--- src/rtl/gf_serial_mult_unit.sv ---
// Bit-serial GF(2^m) multiplier with runtime degree m (1..DATA_WIDTH) and runtime
// reduction polynomial; operands arrive MSB-first and the product drains MSB-first.
module gf_serial_mult_unit #(
    parameter int DATA_WIDTH = 8,
    parameter int WW         = $clog2(DATA_WIDTH + 1)
) (
    input  logic                  clk,
    input  logic                  reset,
    input  logic                  start,
    input  logic [WW-1:0]         width,
    input  logic [DATA_WIDTH-1:0] poly,
    input  logic                  in_valid,
    input  logic                  in_a,
    input  logic                  in_b,
    output logic                  in_ready,
    output logic                  out_valid,
    output logic                  out_bit,
    input  logic                  out_ready,
    output logic                  busy,
    output logic                  done,
    output logic                  err
);

    typedef enum logic [1:0] {
        ST_IDLE,
        ST_LOAD,
        ST_MULT,
        ST_DRAIN
    } state_t;

    state_t                state_reg;
    logic [WW-1:0]         m_reg;
    logic [WW-1:0]         cnt_reg;
    logic [DATA_WIDTH-1:0] poly_reg;
    logic [DATA_WIDTH-1:0] a_reg;
    logic [DATA_WIDTH-1:0] b_reg;
    logic [DATA_WIDTH-1:0] acc_reg;
    logic                  busy_reg;
    logic                  in_ready_reg;
    logic                  out_valid_reg;
    logic                  done_reg;
    logic                  err_reg;

    // m_mask keeps bits below m, m_msb is one-hot at bit m-1, width_mask masks
    // the incoming polynomial against the requested degree before it is latched.
    logic [DATA_WIDTH-1:0] m_mask;
    logic [DATA_WIDTH-1:0] m_msb;
    logic [DATA_WIDTH-1:0] width_mask;

    generate
        for (genvar gi = 0; gi < DATA_WIDTH; gi++) begin : g_mask
            assign m_mask[gi]     = (WW'(gi) < m_reg);
            assign m_msb[gi]      = (m_reg == WW'(gi + 1));
            assign width_mask[gi] = (WW'(gi) < width);
        end
    endgenerate

    logic                  width_ok;
    logic                  cnt_last;
    logic                  acc_msb;
    logic                  b_msb;
    logic                  in_xfer;
    logic                  out_xfer;
    logic [DATA_WIDTH-1:0] acc_next;
    logic [DATA_WIDTH-1:0] a_shift;
    logic [DATA_WIDTH-1:0] b_shift;

    assign width_ok = (width != '0) && (width <= WW'(DATA_WIDTH));
    assign cnt_last = ((cnt_reg + WW'(1)) == m_reg);
    assign acc_msb  = |(acc_reg & m_msb);
    assign b_msb    = |(b_reg & m_msb);
    assign in_xfer  = in_ready_reg & in_valid;
    assign out_xfer = out_valid_reg & out_ready;

    // Horner step: multiply the running sum by x, reduce, then add A if B's current bit is set.
    assign acc_next = (((acc_reg << 1) ^ (acc_msb ? poly_reg : '0)) & m_mask)
                      ^ (b_msb ? a_reg : '0);
    assign a_shift  = ((a_reg << 1) | DATA_WIDTH'(in_a)) & m_mask;
    assign b_shift  = ((b_reg << 1) | DATA_WIDTH'(in_b)) & m_mask;

    always_ff @(posedge clk or posedge reset) begin
        if (reset) begin
            state_reg     <= ST_IDLE;
            m_reg         <= '0;
            cnt_reg       <= '0;
            poly_reg      <= '0;
            a_reg         <= '0;
            b_reg         <= '0;
            acc_reg       <= '0;
            busy_reg      <= 1'b0;
            in_ready_reg  <= 1'b0;
            out_valid_reg <= 1'b0;
            done_reg      <= 1'b0;
            err_reg       <= 1'b0;
        end else begin
            done_reg <= 1'b0;
            err_reg  <= 1'b0;
            case (state_reg)
                ST_IDLE: begin
                    if (start) begin
                        if (width_ok) begin
                            m_reg        <= width;
                            poly_reg     <= poly & width_mask;
                            a_reg        <= '0;
                            b_reg        <= '0;
                            acc_reg      <= '0;
                            cnt_reg      <= '0;
                            busy_reg     <= 1'b1;
                            in_ready_reg <= 1'b1;
                            state_reg    <= ST_LOAD;
                        end else begin
                            err_reg <= 1'b1;
                        end
                    end
                end
                ST_LOAD: begin
                    if (in_xfer) begin
                        a_reg <= a_shift;
                        b_reg <= b_shift;
                        if (cnt_last) begin
                            cnt_reg      <= '0;
                            in_ready_reg <= 1'b0;
                            state_reg    <= ST_MULT;
                        end else begin
                            cnt_reg <= cnt_reg + WW'(1);
                        end
                    end
                end
                ST_MULT: begin
                    // B is consumed MSB-first by shifting it up past bit m-1.
                    acc_reg <= acc_next;
                    b_reg   <= (b_reg << 1) & m_mask;
                    if (cnt_last) begin
                        cnt_reg       <= '0;
                        out_valid_reg <= 1'b1;
                        state_reg     <= ST_DRAIN;
                    end else begin
                        cnt_reg <= cnt_reg + WW'(1);
                    end
                end
                ST_DRAIN: begin
                    if (out_xfer) begin
                        acc_reg <= (acc_reg << 1) & m_mask;
                        if (cnt_last) begin
                            cnt_reg       <= '0;
                            out_valid_reg <= 1'b0;
                            busy_reg      <= 1'b0;
                            done_reg      <= 1'b1;
                            state_reg     <= ST_IDLE;
                        end else begin
                            cnt_reg <= cnt_reg + WW'(1);
                        end
                    end
                end
                default: begin
                    state_reg <= ST_IDLE;
                end
            endcase
        end
    end

    assign busy      = busy_reg;
    assign in_ready  = in_ready_reg;
    assign out_valid = out_valid_reg;
    assign out_bit   = out_valid_reg & acc_msb;
    assign done      = done_reg;
    assign err       = err_reg;

endmodule

--- config.mk ---
export PLATFORM = sky130hd
export DESIGN_NAME = gf_serial_mult_unit
export DESIGN_NICKNAME = d
export VERILOG_FILES = /design/src/rtl/gf_serial_mult_unit.sv
export SDC_FILE = /design/constraint.sdc
export NUM_CORES = 1
export LEC_CHECK = 0
export CELL_PAD_IN_SITES_DETAIL_PLACEMENT = 2
export CELL_PAD_IN_SITES_GLOBAL_PLACEMENT = 2
export CORE_MARGIN = 10
export CORE_UTILIZATION = 36
export DETAILED_ROUTE_END_ITERATION = 8
export HOLD_SLACK_MARGIN = 0.02
export PLACE_DENSITY_LB_ADDON = 0.05
export SLEW_MARGIN = 30
export SYNTH_ARGS = -nofsm -noshare
export SYNTH_HDL_FRONTEND = slang
export SYNTH_SLANG_ARGS = --single-unit
--- constraint.sdc ---
create_clock -name clk -period 2.7 [get_ports clk]
set_input_delay 0.54 -clock clk [delete_from_list [all_inputs] [get_ports clk]]
set_output_delay 0.54 -clock clk [all_outputs]
set_load 0.03 [all_outputs]
Word-level counts from Yosys, hierarchy flattened
Cells that the tools add are included.

Logic and storage cells: 122. Bits of input ports: 19. Register bits: 47. Output and inout port bits: 6.

Magnitude comparators: 17. Bitwise logic cells: 15. Reductions and logical operators: 19. Equality and inequality tests: 19. Muxes and demuxes: 39. $add $sub $neg: 1.

Operator list (count): $and 8x8->8 (8); $mux 8 (7); $pmux 8 s3 (2); $lt 3x4->1 const A (8); $mux 4 (5); $reduce_and 4->1 (5); $eq 4x3->1 const B (4); $lt 1x4->1 const A (4); $lt 2x4->1 const A (4); $or 8x1->8 (2); $pmux 4 s4 (1); $pmux 8 s2 (1); $reduce_or 8->1 (2); $xor 8x8->8 (2); $mux 2 (7); $ne 2x2->1 const B (7); $mux 1 (12); $reduce_and 5->1 (2); $eq 4x2->1 const B (2); $pmux 2 s4 (1); $reduce_and 7->1 (1); $pmux 1 s2 (3); $reduce_bool 2->1 (3); $reduce_bool 3->1 (2); 12 further kinds (15).

Depth between registers and ports, before layout
Gate-level depths: netlist (run 1).

Depth after elaboration: 8. Mapped depth: 9. Mapped depth without buffers: 8.

Worst setup path before layout (run 1)
OpenSTA, ideal clock, no wires.

Path type: in2reg. Start point: in width[2]. End point: reg cnt_reg[2]. Data arrival time: 2.274 ns. Setup time: 0.122 ns. Cell stages on the path: 8. Path slack: 0.304 ns. Path through: buf_4 or4_4 a31oi_4 a211o_1 buf_6 nor2_1 mux2_2 a32o_1.

Word-level cells in the longest chain between the ends: 4. Elaborated cells on any way between the ends: 5. Classes of those cells: order compare: 1; eq/ne: 1; reduce/logical: 3.

Ends and longest elaborated chain: start, declared (RTL line 10) `input logic [WW-1:0] width,`; $le 4x4->1 or $reduce_bool 4->1 (tied branches) (RTL line 68) `assign width_ok = (width != '0) && (width <= WW'(DATA_WIDTH));`; $logic_and 1x1->1 (*) (RTL line 68); $ne 2x2->1 (no source line) (*); $reduce_and 4->1 (no source line) (*); end signal, assigned (RTL line 125) `cnt_reg <= cnt_reg + WW'(1);`; end signal, assigned (RTL line 138) `cnt_reg <= cnt_reg + WW'(1);`; end signal, assigned (RTL line 151) `cnt_reg <= cnt_reg + WW'(1);`; end, declared (RTL line 33) `logic [WW-1:0] cnt_reg;`.

Mark *: on every way between the ends. The rest lies on a longest branch, timed or not. A chain may end at the register's enable or synchronous reset.

Worst setup path in the final report (run 1)
Start point: reg m_reg[0]. End point: out out_bit.

Word-level cells in the longest chain between the ends: 4. Elaborated cells on any way between the ends: 11. Classes of those cells: eq/ne: 8; bitwise: 2; reduce/logical: 1.

Ends and longest elaborated chain: start, declared (RTL line 32) `logic [WW-1:0] m_reg;`; start signal, assigned (RTL line 102) `m_reg <= width;`; $eq 4x1->1, or another cell as far along (RTL line 53) `assign m_msb[gi] = (m_reg == WW'(gi + 1));`; $and 8x8->8 (*) (RTL line 70) `assign acc_msb = |(acc_reg & m_msb);`; $reduce_or 8->1 (*) (RTL line 70); $and 1x1->1 (*) (RTL line 165) `assign out_bit = out_valid_reg & acc_msb;`; end, declared (RTL line 17) `output logic out_bit,`.

Marks and branches as above.

==> results of run 1 <==
## synth_stat cells (3+ instances only)
library cell  number  area share, %
dfrtp_1           47             37
o21ai_0           37            5.8
inv_1             32            3.7
nand2_1           32            3.7
nand4_1           21            4.1
nor2_1            20            2.3
nand3_1           15            2.3
clkbuf_1          12            1.4
and3_1             9            1.8
nor3_1             9            1.4
mux2_2             7            2.5
mux2i_1            7            2.2
xor2_1             7            1.9
a2111oi_0          6            1.6
ha_1               6            2.3
a21o_1             5            1.2
a21oi_1            5           0.78
a31o_2             5            1.4
o22ai_1            5           0.97
a31oi_1            4           0.78
buf_2              4           0.62
o221ai_1           4            1.1
o41ai_1            4            1.1
xnor2_1            4            1.1
buf_1              3           0.35
buf_6              3            1.1
nand3b_1           3           0.70
nor2b_1            3           0.58
nor4_1             3           0.58
o2111ai_1          3           0.82
o21a_1             3           0.70
or3_1              3           0.58
## power groups by stage
stage	Combinational, mW	Clock [mW]	Sequential [mW]
2_1_floorplan	0.0547	0	0.731
3_3_place_gp	0.114	0	0.735
3_5_place_dp	0.118	0	0.735
4_1_cts	0.119	0.489	0.722
5_1_grt	0.129	0.522	0.723
6_report	0.117	0.483	0.722
## through the flow
step / setup TNS, ns / hold WS, ns / std cells / setup WS [ns]
2_1_floorplan: 0 / 0.449 / 369 / 0.304
3_3_place_gp: -0.0944 / 0.480 / 512 / -0.0576
3_5_place_dp: -0.339 / 0.505 / 512 / -0.136
4_1_cts: 0 / 0.526 / 525 / 0.00521
5_1_grt: 0 / 0.560 / 527 / 0.000939
6_report: 0 / 0.515 / 527 / 0.0740
## final cells by class
type / instances / area (um2)
multi-input cells: 267 / 1810
repair buffers: 65 / 583
flip-flops and latches: 47 / 1180
clock inverters: 2 / 13.8
fillers: 981 / 4800
clock buffers: 6 / 82.6
inverters: 32 / 120
well taps: 108 / 135
## routing by layer
metal | share of wire, % | wire length (um)
met1 | 47 | 5210
met4 | 0.49 | 55
met5 | 0 | 0
met2 | 49 | 5490
met3 | 3.5 | 393
## critical path, stage by stage (launching register included)
cell,delay (ns)
dfrtp_1,0.42
buf_4,0.18
or4bb_1,0.53
and2_4,0.18
o21ai_2,0.08
a21oi_2,0.09
nor2b_1,0.12
buf_4,0.17
## repair_timing
action,in CTS,in global routing
buffers inserted,5,2
resized for setup,4,1
gates cloned,0,0
pin swaps,1,0
setup endpoints to repair,1,1
## final timing paths
path,startpoint,end,slack (ns),cells after the start
min in group asynchronous,reset,b_reg[3],0.57,3
max in group asynchronous,reset,m_reg[2],1.87,3
hold reg to reg,poly_reg[0],poly_reg[0],0.51,2
setup / recovery,m_reg[0],out_bit,0.07,7
hold / removal,poly_reg[0],poly_reg[0],0.51,2
setup reg to reg,m_reg[1],acc_reg[5],0.17,7
## logic make-up (layout without fill, tap and decap cells)
logic type | after synthesis | in the layout | share of synthesized area (%)
buffers and inverters | 55 | 105 | 7.41
AO/OA/AOI/OAI | 103 | 103 | 23.4
adder cells (fa/ha/maj) | 6 | 6 | 2.34
flip-flops | 47 | 47 | 36.6
multiplexers | 15 | 15 | 5.34
AND/OR/NAND/NOR | 132 | 132 | 21.9
XOR/XNOR | 11 | 11 | 3.00
==> results.md, run 1 <==
* Status: finished clean
* Post-synthesis sequential area ratio at between 30% and 40%
* Clk pwr share at a little over a third
* Initial DRT Pass Iterations at 4
* Yosys Warn Count at 0
* LEAKAGE at around 1.8 nW
* H-tree Lvls at 2
* Vias in the first global route at ~3500
* Critical path startpoint category: register
* Diode count at 0
* Combinational share of power at under 10%
* CORE AREA at ~8700 um2
* Rel. slew slack at between 60% and 70%
* Max Cap Viol at 0
* Worst hold path class: register to register
* # IOs at 25
* CP arrival at 2.09 ns
* Final WL at roughly 11000 um
* Met1 GRT Util at a little under a quarter
* WS Path Type: register to primary output
* First-pass GRT wire length at about 19000 um
* Cell area after synthesis at ~3200 um2
* Internal power at 978 uW
* Pwr/cell area at roughly 340 nW/um2
* F_max at about 380 MHz
* Min Tclk post-route at approximately 2.6 ns
* Net Sw Frac at 26.0%
* Die X at between 100 and 150 um
* Worst-skew pair later-pin latency at roughly 0.31 ns
* Worst path required time at between 2 and 2.5 ns
* CTS tree: built
* Final design utilization at between 40% and 50%
* Final Hold Vio Count at 0
* Met3 Use GR at 2.57%
* Layout Area Growth over Synthesis at 22.0%
* Layout cell share with drive strength beyond 1 at between 15 and 20%
* Initial core utilization at 36.8%
* Most common cell after layout, fill and taps aside: dfrtp_1
* Die Y at 114 um
* WL per Instance at ~21 um
* CTS Buffer Depth at 2
* Post-DP HPWL at roughly 8400 um
* Sequential power share at 54.6%
* Ys async rst share at between 90% and 100%
* Met2 Use GR at 29.8%
* DRC at 0
* Syn Nets at 394
* Setup crit end kind: primary output
* Max FO, Critical Path at 10
* Most frequent cells in the layout: dfrtp_1, buf_4, o21ai_0
* Design area at slightly below 4000 um2
* Switch Pwr at ~340 uW
* Number of flops mapped to enable cells by yosys at 0
* Gr busiest metal: met2
* Num CTS Buffers at 5
* Final antenna-violating net count at 0
* PortBufs at 24
* Total track usage at between 10% and 20%
* Mapped Avg Cell Area at 8.70 um2
* Vias at around 3100
* Max Slew Vio Count at 0
* Placer Congestion at roughly 0.8
* Post-Syn Instances at about 370
* RSZ-0062 raised after global routing: no
* Worst VDD drop at roughly 170 uV
* Root Driver: clkbuf_8
* Final setup skew at 0.0177 ns
* Post-DP Area at 3740 um2
* CTS clk-pin slew, worst paths at 0.10 ns
* Sink Count at 47
* Remaining Overflow, GRT at 0
* Starting DRT DRC Count at between 100 and 150
* Total power at 1.32 mW
* Final Cycle Share at a little over nine tenths
* Library cells used by synthesis at 63
* Endpoints failing setup at 0
* FP Rows at 34
* Dominant synthesized flop cell: dfrtp_1
* Pin count of the biggest net entering global routing at 48
* Hold-fix buffers, CTS at 0
* Post-layout nets at between 400 and 500
* Seq cells post-synth at 47
* Antenna violations before repair at 0
* Slew @ Worst Pin at roughly 0.56 ns
* Die area at about 13000 um2
* Via-to-Cell Ratio at approximately 5.9
Power figures use the tool's default switching activity.
==> run 2, diff against run 1 <==
Settings changed: MAX_ROUTING_LAYER from default to met4.
==> run 2 against run 1 <==
Setup slack got worse by 0.0033 ns. Critical endpoint unchanged. Critical path depth unchanged. Final cell count unchanged.
==> results.md, run 2 (synthesis gave the netlist of run 1 again) <==
* Die Y at 114 um (unchanged)
* Sequential power share at 54.7% (about the same)
* DRC at 0 (unchanged)
* H-tree Lvls at 2 (unchanged)
* Min-delay src: poly_reg[0]
* Starting DRT DRC Count at 123 (-8.2%)
* Total power at 1.32 mW (-0.13%)
* LEAKAGE at 1.79 nW (unchanged)
* WS Path Type: register to primary output
* RSZ-0062 raised after global routing: no
* Status: finished clean
* CP max stage delay at 0.53 ns (about the same)
* First-pass GRT wire length at 18600 um (about the same)
* Max Cap Viol at 0 (unchanged)
* Sink Count at 47 (unchanged)
* Slowest-stage cell, CP: or4bb_1
* Via-to-Cell Ratio at 5.89 (+0.23%)
* Crit path depth at 7 (unchanged)
* Most common cell after layout, fill and taps aside: dfrtp_1
* Worst hold path class: register to register
* Die area at 13100 um2 (unchanged)
* PortBufs at 24 (unchanged)
* FP Rows at 34 (unchanged)
* Post-DP Area at 3740 um2 (unchanged)
* Max FO, Critical Path at 10 (unchanged)
* Final antenna-violating net count at 0 (unchanged)
* Min Tclk post-route at 2.63 ns (+0.00328 ns)
* Worst r2r path cells at 8 (+1)
* Sequence of cells on the critical path: buf_4 > or4bb_1 > and2_4 > o21ai_2 > a21oi_2 > nor2b_1 > buf_4
* Internal power at 978 uW (about the same)
* Hold path depth at 2 (unchanged)
* Total track usage at 18.0% (+0.50 points)
* CTS Buffer Depth at 2 (unchanged)
* Critical path startpoint category: register
* Post-DP HPWL at 8390 um (unchanged)
* Worst-skew pair later-pin latency at 0.31 ns (about the same)
* Worst hold margin at 0.515 ns (+0.000796 ns)
* Antenna violations before repair at 0 (unchanged)
* Diode count at 0 (unchanged)
* # IOs at 25 (unchanged)
* DP Cell Count at 512 (unchanged)
* Final setup skew at 0.0155 ns (-0.00212 ns)
* R2R Path Start: m_reg[1]
* Die X at 114 um (unchanged)
* CP arrival at 2.09 ns (about the same)
* Final design utilization at 44.9% (unchanged)
* Buf+Inv Stages, Crit Path at 2 (unchanged)
* Crit path to: out_bit
* Num CTS Buffers at 5 (unchanged)
* Pin count of the biggest net entering global routing at 48 (unchanged)
* Switch Pwr at 342 uW (-0.51%)
* Worst path required time at 2.16 ns (about the same)
* Reg2reg end: acc_reg[6]
* Initial core utilization at 36.8% (unchanged)
* Worst VDD drop at 167 uV (about the same)
* Combinational share of power at 8.8% (about the same)
* Pwr/cell area at 337 nW/um2 (-0.13%)
* Vias in the first global route at 3488 (+0.029%)
* Design area at 3920 um2 (unchanged)
* Initial DRT Pass Iterations at 4 (unchanged)
* Slew @ Worst Pin at 0.546 ns (-0.0124 ns)
* Layout cell share with drive strength beyond 1 at 18.1% (unchanged)
* Remaining Overflow, GRT at 0 (unchanged)
* Rel. slew slack at 63.5% (+0.83 points)
* CTS tree: built
* F_max at 380 MHz (-0.12%)
* Vias at 3106 (+0.23%)
* Final Cycle Share at 97.4% (+0.12 points)
* Endpoints failing setup at 0 (unchanged)
* Worst R2R Setup Slack at 0.16 ns (about the same)
* CP delay by family, top: simple AND/OR/NAND/NOR gates
* CTS clk-pin slew, worst paths at 0.10 ns (about the same)
* Layout Area Growth over Synthesis at 22.0% (unchanged)
* Final Hold Vio Count at 0 (unchanged)
* Clk pwr share at 36.5% (about the same)
* Post-layout nets at 443 (unchanged)
* CORE AREA at 8720 um2 (unchanged)
* Setup crit end kind: primary output
* Final WL at 11100 um (-0.21%)
* Most frequent CP cell: buf_4
* Root Driver: clkbuf_8
* Most frequent cells in the layout: dfrtp_1, buf_4, o21ai_0
* Net Sw Frac at 25.9% (-0.097 points)
* Max Slew Vio Count at 0 (unchanged)
* Crit path from: m_reg[0]
* WL per Instance at 21.1 um (-0.21%)
* Fin cells at 527 (unchanged)
* Placer Congestion at 0.819 (+1.4%)
run 2: cell counts in the layout (fill, tap and decap cells not counted):
No cell type changed its count.
run 2: power by group through the flow:
stage	sequential (mW)	combinational, mW	clock (mW)
detailed placement	0.735	0.118	0
CTS	0.722	0.119	0.489
finish	0.722	0.117	0.481
global route	0.723	0.129	0.522
floorplan	0.731	0.0547	0
global placement	0.735	0.114	0
run 2: how the worst min path moves through the flow:
stage	end	slack, ns
after floorplan	poly_reg[7]	0.45
after global placement	poly_reg[0]	0.48
after detailed placement	poly_reg[0]	0.50
after CTS	poly_reg[0]	0.53
after global routing	cnt_reg[3]	0.56
final	poly_reg[0]	0.52
run 2: timing repair:
action	CTS	global route
gates resized for setup	4	1
hold endpoints to repair	0	0
pin swaps	1	0
setup endpoints to repair	1	1
hold buffers	0	0
buffers inserted	5	2
run 2: worst min-delay path, stage by stage, from the launching register on:
cell     delay (ns)
dfrtp_1        0.37
nand2_1        0.05
o21ai_0        0.06
run 2: area by class of cell:
type	count	area [um2]
repair buffers	65	583
inverters	32	120
multi-input cells	267	1810
flip-flops and latches	47	1180
well taps	108	135
clock buffers	6	82.6
clock inverters	2	13.8
fillers	981	4800
run 2: routing by layer:
layer	up-vias	wire length [um]	share of wire [%]	GRT usage [%]
met5	-	0	0	-
met2	44	5510	50	29.8
met1	1591	5340	48	23.4
li1	1466	-	-	-
met4	0	51	0.46	3.09
met3	5	226	2.0	2.04
run 2: per-stage QoR:
step | setup WS, ns | TNS, ns
2_1_floorplan | 0.304 | 0
3_5_place_dp | -0.136 | -0.339
4_1_cts | 0.00521 | 0
3_3_place_gp | -0.0576 | -0.0944
5_1_grt | 0.000930 | 0
6_report | 0.0707 | 0
